$ cat src/rtl/cmp_pipe.sv
// rtl/cmp_pipe.sv - two-stage handshaked magnitude/equality comparator
// S1 registers operands, S2 registers the compare result; ready/valid on both sides.
module cmp_pipe #(
  parameter int WIDTH     = 16,
  parameter int SIGNED_EN = 1
) (
  input  logic             clk,
  input  logic             rst_n,
  input  logic             in_valid,
  output logic             in_ready,
  input  logic [WIDTH-1:0] a,
  input  logic [WIDTH-1:0] b,
  input  logic [3:0]       sel,
  output logic             out_valid,
  input  logic             out_ready,
  output logic             compout,
  output logic [2:0]       flags,
  output logic             sel_err
);

  logic             s1_valid;
  logic [WIDTH-1:0] s1_a;
  logic [WIDTH-1:0] s1_b;
  logic [3:0]       s1_sel;

  logic             s2_valid;
  logic             s2_comp;
  logic [2:0]       s2_flags;
  logic             s2_err;

  logic             s1_adv;
  logic             accept;
  logic             eq;
  logic             lt_u;
  logic             lt_s;
  logic             lt;
  logic             comp_nxt;
  logic             err_nxt;

  // S1 may move into S2 when S2 is empty or is being emptied at this same edge.
  assign s1_adv   = s1_valid && (!s2_valid || out_ready);
  assign in_ready = rst_n && (!s1_valid || s1_adv);
  assign accept   = in_valid && in_ready;

  always_comb begin
    eq       = (s1_a == s1_b);
    lt_u     = (s1_a < s1_b);
    lt_s     = ($signed(s1_a) < $signed(s1_b));
    lt       = ((SIGNED_EN != 0) && s1_sel[3]) ? lt_s : lt_u;
    comp_nxt = 1'b0;
    err_nxt  = 1'b0;
    case (s1_sel[2:0])
      3'd0:    comp_nxt = eq;
      3'd1:    comp_nxt = !eq;
      3'd2:    comp_nxt = !lt && !eq;
      3'd3:    comp_nxt = !lt;
      3'd4:    comp_nxt = lt;
      3'd5:    comp_nxt = lt || eq;
      default: err_nxt  = 1'b1;
    endcase
  end

  always_ff @(posedge clk or negedge rst_n) begin
    if (!rst_n) begin
      s1_valid <= 1'b0;
    end else if (accept) begin
      s1_valid <= 1'b1;
    end else if (s1_adv) begin
      s1_valid <= 1'b0;
    end
  end

  // Operand registers carry no reset; their contents only matter while s1_valid is set.
  always_ff @(posedge clk) begin
    if (accept) begin
      s1_a   <= a;
      s1_b   <= b;
      s1_sel <= sel;
    end
  end

  always_ff @(posedge clk or negedge rst_n) begin
    if (!rst_n) begin
      s2_valid <= 1'b0;
      s2_comp  <= 1'b0;
      s2_flags <= 3'b000;
      s2_err   <= 1'b0;
    end else if (s1_adv) begin
      s2_valid <= 1'b1;
      s2_comp  <= comp_nxt;
      s2_flags <= {lt_s, lt_u, eq};
      s2_err   <= err_nxt;
    end else if (s2_valid && out_ready) begin
      s2_valid <= 1'b0;
    end
  end

  assign out_valid = s2_valid;
  assign compout   = s2_comp;
  assign flags     = s2_flags;
  assign sel_err   = s2_err;

endmodule

$ cat config.mk
export PLATFORM = sky130hd
export DESIGN_NAME = cmp_pipe
export DESIGN_NICKNAME = d
export VERILOG_FILES = /design/src/rtl/cmp_pipe.sv
export SDC_FILE = /design/constraint.sdc
export NUM_CORES = 1
export LEC_CHECK = 0
export ABC_AREA = 1
export CAP_MARGIN = 10
export CELL_PAD_IN_SITES_DETAIL_PLACEMENT = 0
export CELL_PAD_IN_SITES_GLOBAL_PLACEMENT = 1
export CORE_UTILIZATION = 36
export CTS_BUF_LIST = sky130_fd_sc_hd__clkbuf_4
export DETAILED_ROUTE_END_ITERATION = 12
export GPL_TIMING_DRIVEN = 0
export MAX_ROUTING_LAYER = met4
export PLACE_DENSITY_LB_ADDON = 0.1
export RECOVER_POWER = 100
export SYNTH_ARGS = -nofsm -noshare
export SYNTH_HDL_FRONTEND = slang
export SYNTH_SLANG_ARGS = --single-unit
$ cat constraint.sdc
create_clock -name clk -period 2.8 [get_ports clk]
set_clock_uncertainty 0.05 [all_clocks]
set_input_delay 0.42 -clock clk [delete_from_list [all_inputs] [get_ports clk]]
set_output_delay 0.42 -clock clk [all_outputs]
set_load 0.01 [all_outputs]
-- Yosys cells after proc, flatten, opt, wreduce, memory -nomap -nowiden
Cells that the tools add are included.
- bits in registers: 43
- magnitude comparators: 2
- equal/unequal tests: 6
- muxes and demuxes: 7
- reduce and logical (&&, ||, !) cells: 16
- operators with widths (cell ; count):
    less-than comparator 16 bit ; 2
    equality test 16 bit ; 1
    equality test 3 x 2 -> 1 bit, second input constant ; 2
    equality test 3 bit, second input constant ; 2
    two-way mux 1 bit ; 6
    case mux 1 bit (6 select lines) ; 1
    OR reduction 6 bit ; 1
    logical AND 1 bit ; 5
    logical NOT 1 bit ; 4
    nonzero test 2 bit ; 2
    equality test 3 x 1 -> 1 bit, second input constant ; 1
    logical NOT 3 bit ; 1
    logical OR 1 bit ; 3

-- Logic depth before layout (Yosys ltp)
Gate-level depths: netlist (run 1).
- word-level depth: 7
- depth in mapped cells: 19

-- Least setup slack after synthesis (run 1)
No wires, ideal clock.
- path kind: input port to flip-flop
- from: input port out_ready
- to: register s1_a[0] (enable)
- setup time: 0.429 ns
- arrival: 2.199 ns
- path slack: 0.122 ns
- stages on the path: 6
- cell sequence: inv_1 nand2_1 nor2_1 inv_1 nand2_1 nor2_1
- cells in the longest elaborated chain, start to end: 5
- ends and longest elaborated chain (item ; line ; RTL):
    start, declared ; 15 ; input logic out_ready,
    logical OR 1 bit ; 41 ; assign s1_adv = s1_valid && (!s2_valid || out_ready);
    logical AND 1 bit ; 41 ;
    logical OR 1 bit ; 42 ; assign in_ready = rst_n && (!s1_valid || s1_adv);
    logical AND 1 bit ; 42 ;
    logical AND 1 bit ; 43 ; assign accept = in_valid && in_ready;
    via accept ; 32 ; logic accept;
    end signal, assigned ; 76 ; s1_a <= a;
    end, declared ; 22 ; logic [WIDTH-1:0] s1_a;
The timed path passes the listed nets, and every way through them passes these cells.
A chain may end at the register's enable or synchronous reset.

-- Worst setup path after layout (run 1)
- from: input port rst_n
- to: output port in_ready
- cells in the longest elaborated chain, start to end: 1
- ends and longest elaborated chain (item ; line ; RTL):
    start, declared ; 8 ; input logic rst_n,
    logical AND 1 bit ; 42 ;
    end, declared ; 10 ; output logic in_ready,
No other way between the ends.

==> flow_summary_export.csv, run 1 <==
group,metric,value,unit
synth,netlist_instances,168,
die,core.rowCount,26,
drt,drt_iter0_drc,42,
min_path,min_path_type,"input pin to async pin",
layout,fill_cells,518,
global_route,track_usage,12.0,%
sta,slew_violations,0,
sta,finalHoldViolations,0,
synth,ys_types,21,
synth,ys_seq_elements,43,
flow_run,drv_cap,0,
placed_design,dp_hpwl,2280,um
clocking,post_cts_buffers,0,
sta,tightest_slew,0.978,ns
setup_path,worstSetupPathType,"input pin to output port",
synth,synthTopCellsByCount,"36 x edfxtp_1, 33 x nand2_1, 28 x inv_1",
layout,syn_to_final_growth,31.5,%
placed_design,place_area,2480,um^2
clocking,cts_buffers,5,
synth,syn_nets,224,
layout,antenna_cells,0,
layout,layout-drive-gt1-share,5.86,%
clocking,clk_pin_slew,0.11,ns
drt,drc,0,
sta,finalCriticalPeriod,2.48,ns
die,fp.dieH,75.2,um
setup_path,rr_worst_depth,14,
clocking,htreeDepth,2,
clocking,cts_tree,"built",
synth,ys_seq_area_share,65.1,%
setup_path,r2r-end,"compout",
setup_path,arrival,2.01,ns
layout,nets,277,
die,die_x,75.2,um
placed_design,post-place-ws,0.230,ns
sta,finalSetupViolations,0,
placed_design,place_congestion,0.789,
synth,netlist_area,1930,um^2
setup_path,required,2.33,ns
drt,vias,1256,
global_route,grt_first_pass_wirelength,4670,um
synth,async_flop_share,16.3,%
setup_path,r2r-start,"s1_a[15]",
layout,layout.cells.non_filler,292,
placed_design,dpl.cell_count,284,
synth,synth-main-ff-cell,"edfxtp_1",
layout,design_area,2540,um^2
synth,synth-edff-count,36,
drt,wirelength,2870,um
die,io_pins,47,
clocking,cts_buffer_depth,2,
power_and_ir_drop,total_power,1.24,mW
setup_path,crit_fanout,8,
clocking,cts-root-buf,"clkbuf_4",
clocking,cts_sinks,43,
synth,yosys.area.top_type,"edfxtp_1",
sta,rsz0062_at_grt,"false",
sta,max_freq,403,MHz
drt,viasPerCell,4.30,
die,start_util,37.5,%
sta,setup_ws,0.320,ns
global_route,antenna_found_initial,0,
drt,first_pass_iters,4,
power_and_ir_drop,peakVddDrop,359,uV
clocking,cts_resized,0,
layout,utilization,49.4,%
global_route,overflow,0,
clocking,clk_latency,0.34,ns
clocking,cts_hold_buf,0,
sta,slew-limit-headroom,34.6,%
outcome,outcome,"finished clean",
global_route,grt_max_degree,37,
setup_path,critPathLaunchType,"input pin",
placed_design,port_buffers,46,
synth,yosys_warnings,0,
power_and_ir_drop,p_per_area,488,nW/um^2
sta,fin_crit_sh,88.6,%
global_route,grt_pass1_vias,1156,
synth,syn_avg_cell_area,11.5,um^2
synth,netlist.area_leader.share,56.0,%
drt,drt.antenna.violating_nets,0,
setup_path,r2r_setup_slack,0.72,ns
die,core-area,5140,um^2
drt,wire_per_inst,9.84,um
synth,synthTopCellsByArea,"edfxtp_1 56%, ha_1 10%, dfrtp_1 9.1%",
power_and_ir_drop,power.leakage,1.11,nW
synth,synthMostInstantiatedCell,"edfxtp_1",
setup_path,cp-end-kind,"output port",
die,die_area,5660,um^2
==> routing by layer <==
metal	routed length (um)	share of wire, %	global-route usage (%)
met4	25	0.87	6.58
met3	130	4.5	3.61
met1	1210	42	12.7
met2	1510	52	19.9
met5	0	0	-
==> cell type report <==
cell class                      count  area (um^2)  area share [%]
Clock buffer                        8         60.1            2.37
Inverter                           32          120            4.73
Multi-Input combinational cell     93          553            21.8
Sequential cell                    43         1260            49.5
Tap cell                           70         87.6            3.45
Timing Repair Buffer               46          460            18.1
==> layout by cell type (no fill, tap or decap), types with 2 or more instances in the layout <==
| cell | netlist | final |
|---|---|---|
| o21ai_0 | 3 | 3 |
| inv_2 | 2 | 2 |
| a21oi_1 | 7 | 7 |
| o21ai_1 | 2 | 2 |
| dfrtp_1 | 7 | 7 |
| nand4_1 | 2 | 2 |
| nor2_1 | 9 | 9 |
| ha_1 | 16 | 16 |
| dlygate4sd3_1 | 0 | 45 |
| nand3_1 | 11 | 11 |
| clkbuf_4 | 0 | 8 |
| edfxtp_1 | 36 | 36 |
| inv_1 | 28 | 28 |
| nand2_1 | 33 | 35 |
| clkinv_1 | 2 | 2 |
==> state kept, by name, summed over array words and instances (netlist names) <==
name and count:
s1_sel 4, compout 1, s1_valid 1, s1_a 16, flags 3, sel_err 1, s1_b 16, out_valid 1
==> stage by stage <==
| step | TNS [ns] | hold slack (ns) |
|---|---|---|
| after floorplan | 0 | 0.0744 |
| after global placement | -36.75 | 0.408 |
| after detailed placement | 0 | 0.415 |
| after CTS | 0 | 0.279 |
| after global routing | 0 | 0.358 |
| final | 0 | 0.362 |
==> critical path, stage by stage <==
cell           delay, ns
dlygate4sd3_1       0.74
nand2_1             0.18
inv_1               0.08
dlygate4sd3_1       0.59
==> how the worst max path moves through the flow <==
stage	from	endpoint	slack (ns)	cells after the start
floorplan	out_ready	s1_a[0]	0.12	6
global placement	rst_n	s1_a[11]	-1.02	3
detailed placement	rst_n	s1_b[8]	0.23	3
CTS	rst_n	in_ready	0.41	4
global route	rst_n	in_ready	0.20	4
finish	rst_n	in_ready	0.32	4
==> where the power goes <==
group          switching [mW]  internal, mW  total (mW)
Combinational          0.0854        0.0943       0.180
Clock                   0.174         0.129       0.304
Sequential             0.0154         0.740       0.755
==> logic make-up after synthesis <==
logic type / Yosys count / synth area share (%)
simple gates: 61 / 13.6
flops: 43 / 65.1
buf+inv: 32 / 6.23
compound gates: 16 / 4.67
fa+ha+maj: 16 / 10.4
Power figures use the tool's default switching activity.
==> run 2, diff against run 1 <==
Settings changed: SKIP_CTS_REPAIR_TIMING set to 1.
==> results of run 2 <==
Final layout, timing and power as in run 1 (identical DEF).
==> run 3, diff against run 2 <==
Settings changed: CORE_MARGIN set to 2, SETUP_SLACK_MARGIN set to 0.05, SLEW_MARGIN set to 10.
==> run 3 against run 2 <==
Against the previous run: setup slack better by 0.029 ns; first-iteration DRC count up 2.4%; via count increased by 2.0%; clock power fell by 6.9%; sequential share of layout area down 0.32 points; power decreased by 1.1%; maximum frequency rose by 1.2%; cell area is 0.64% higher; global-route usage fell by 0.25 points; cell count is 0.34% higher.
==> flow_summary_export.csv, run 3 (synthesis gave the netlist of run 1 again) <==
group,metric,value,unit
power_and_ir_drop,p_per_area,480,nW/um^2
setup_path,cp-end-kind,"output port",
placed_design,dp_hpwl,2400,um
setup_path,rr_worst_depth,13,
die,die_x,77.2,um
global_route,overflow,0,
clocking,htreeDepth,2,
drt,wirelength,2990,um
setup_path,endpoint,"in_ready",
die,core-area,5140,um^2
drt,drt.antenna.violating_nets,0,
placed_design,place_congestion,0.770,
clocking,clk_pin_slew,0.12,ns
drt,vias,1281,
power_and_ir_drop,total_power,1.22,mW
clocking,cts_tree,"built",
layout,mostFrequentLayoutCell,"dlygate4sd3_1",
layout,utilization,49.7,%
global_route,grt_pass1_vias,1206,
clocking,cts_buffers,5,
die,die_area,5960,um^2
setup_path,crit_fanout,8,
global_route,grt_max_degree,21,
setup_path,r2r-start,"s1_a[15]",
clocking,clk_latency,0.34,ns
die,start_util,37.5,%
layout,layout-drive-gt1-share,5.83,%
global_route,track_usage,11.7,%
clocking,cts_sinks,43,
sta,rsz0062_at_grt,"false",
sta,fin_crit_sh,87.5,%
layout,final_cell_mix,"45 x dlygate4sd3_1, 36 x edfxtp_1, 33 x nand2_1",
die,fp.dieH,77.2,um
sta,finalHoldViolations,0,
setup_path,critical_path.startpoint,"rst_n",
setup_path,critPathLaunchType,"input pin",
layout,syn_to_final_growth,32.4,%
outcome,outcome,"finished clean",
die,io_pins,47,
power_and_ir_drop,peakVddDrop,210,uV
clocking,cts-root-buf,"clkbuf_4",
setup_path,r2r-end,"compout",
drt,first_pass_iters,4,
placed_design,post-place-ws,0.431,ns
layout,nets,278,
die,core.rowCount,26,
power_and_ir_drop,power.leakage,1.11,nW
sta,max_freq,408,MHz
layout,reg.largest.list,"s1_a: 16 flops, s1_b: 16 flops, s1_sel: 4 flops",
setup_path,required,2.33,ns
sta,tightest_slew,0.969,ns
setup_path,arrival,1.98,ns
drt,wire_per_inst,10.2,um
drt,drc,0,
global_route,grt_first_pass_wirelength,5230,um
min_path,min_path_type,"input pin to async pin",
global_route,antenna_found_initial,0,
sta,setup_ws,0.350,ns
sta,finalCriticalPeriod,2.45,ns
drt,viasPerCell,4.37,
sta,slew_violations,0,
setup_path,r2r_setup_slack,0.59,ns
sta,finalSetupViolations,0,
setup_path,worstSetupPathType,"input pin to output port",
sta,slew-limit-headroom,35.3,%
layout,antenna_cells,0,
drt,drt_iter0_drc,43,
clocking,cts_buffer_depth,2,
placed_design,port_buffers,46,
flow_run,drv_cap,0,
[run 3: changes by cell type in the layout (fill, tap and decap cells not counted)]
cell | before | now
o21ai_0 | 3 | 4
buf_16 | 0 | 1
nor2_2 | 0 | 1
a21oi_2 | 1 | 0
clkinv_1 | 2 | 4
a21oi_1 | 7 | 8
o21ai_1 | 2 | 1
nand2_2 | 1 | 3
nand2_1 | 35 | 33
nor2_4 | 1 | 0
clkbuf_4 | 8 | 6
[run 3: worst min path at each step]
stage,endpoint,slack [ns],cells past startpoint
finish,flags[2],0.35,1
global route,flags[1],0.33,1
CTS,flags[1],0.26,1
detailed placement,out_valid,0.42,2
global placement,out_valid,0.41,2
floorplan,compout,0.07,0
[run 3: critical path, stage by stage]
cell and delay, ns:
dlygate4sd3_1 0.74, nand2_1 0.16, inv_1 0.07, dlygate4sd3_1 0.60
[run 3: metal layers]
metal / wire length, um / part of all wire, % / track usage, % / up-vias
met5: 0 / 0 / - / -
met4: 46 / 1.5 / 5.36 / 0
met3: 161 / 5.4 / 4.00 / 5
met2: 1560 / 52 / 19.3 / 34
met1: 1230 / 41 / 12.7 / 571
li1: - / - / - / 671
[run 3: area by class of cell]
class	instances	area, um^2
multi-input combinational	93	549
inverter	32	120
fill	503	2590
tap	70	87.6
timing repair buffer	47	488
clock buffer	6	45.0
clock inverter	2	7.51
sequential	43	1260
[run 3: stage by stage]
step	instance area (um^2)	instances	hold slack, ns	setup TNS [ns]
final	2550	293	0.347	0
after global placement	2480	284	0.409	-35.94
after global routing	2550	293	0.327	0
after CTS	2560	293	0.261	0
after floorplan	1930	168	0.0744	0
after detailed placement	2510	285	0.417	0
[run 3: report_power, final]
part / leakage [nW] / internal [mW] / switching (mW)
Combinational: 0.656 / 0.0985 / 0.0871
Sequential: 0.424 / 0.740 / 0.0162
Clock: 0.0307 / 0.103 / 0.180
Total: 1.11 / 0.941 / 0.284
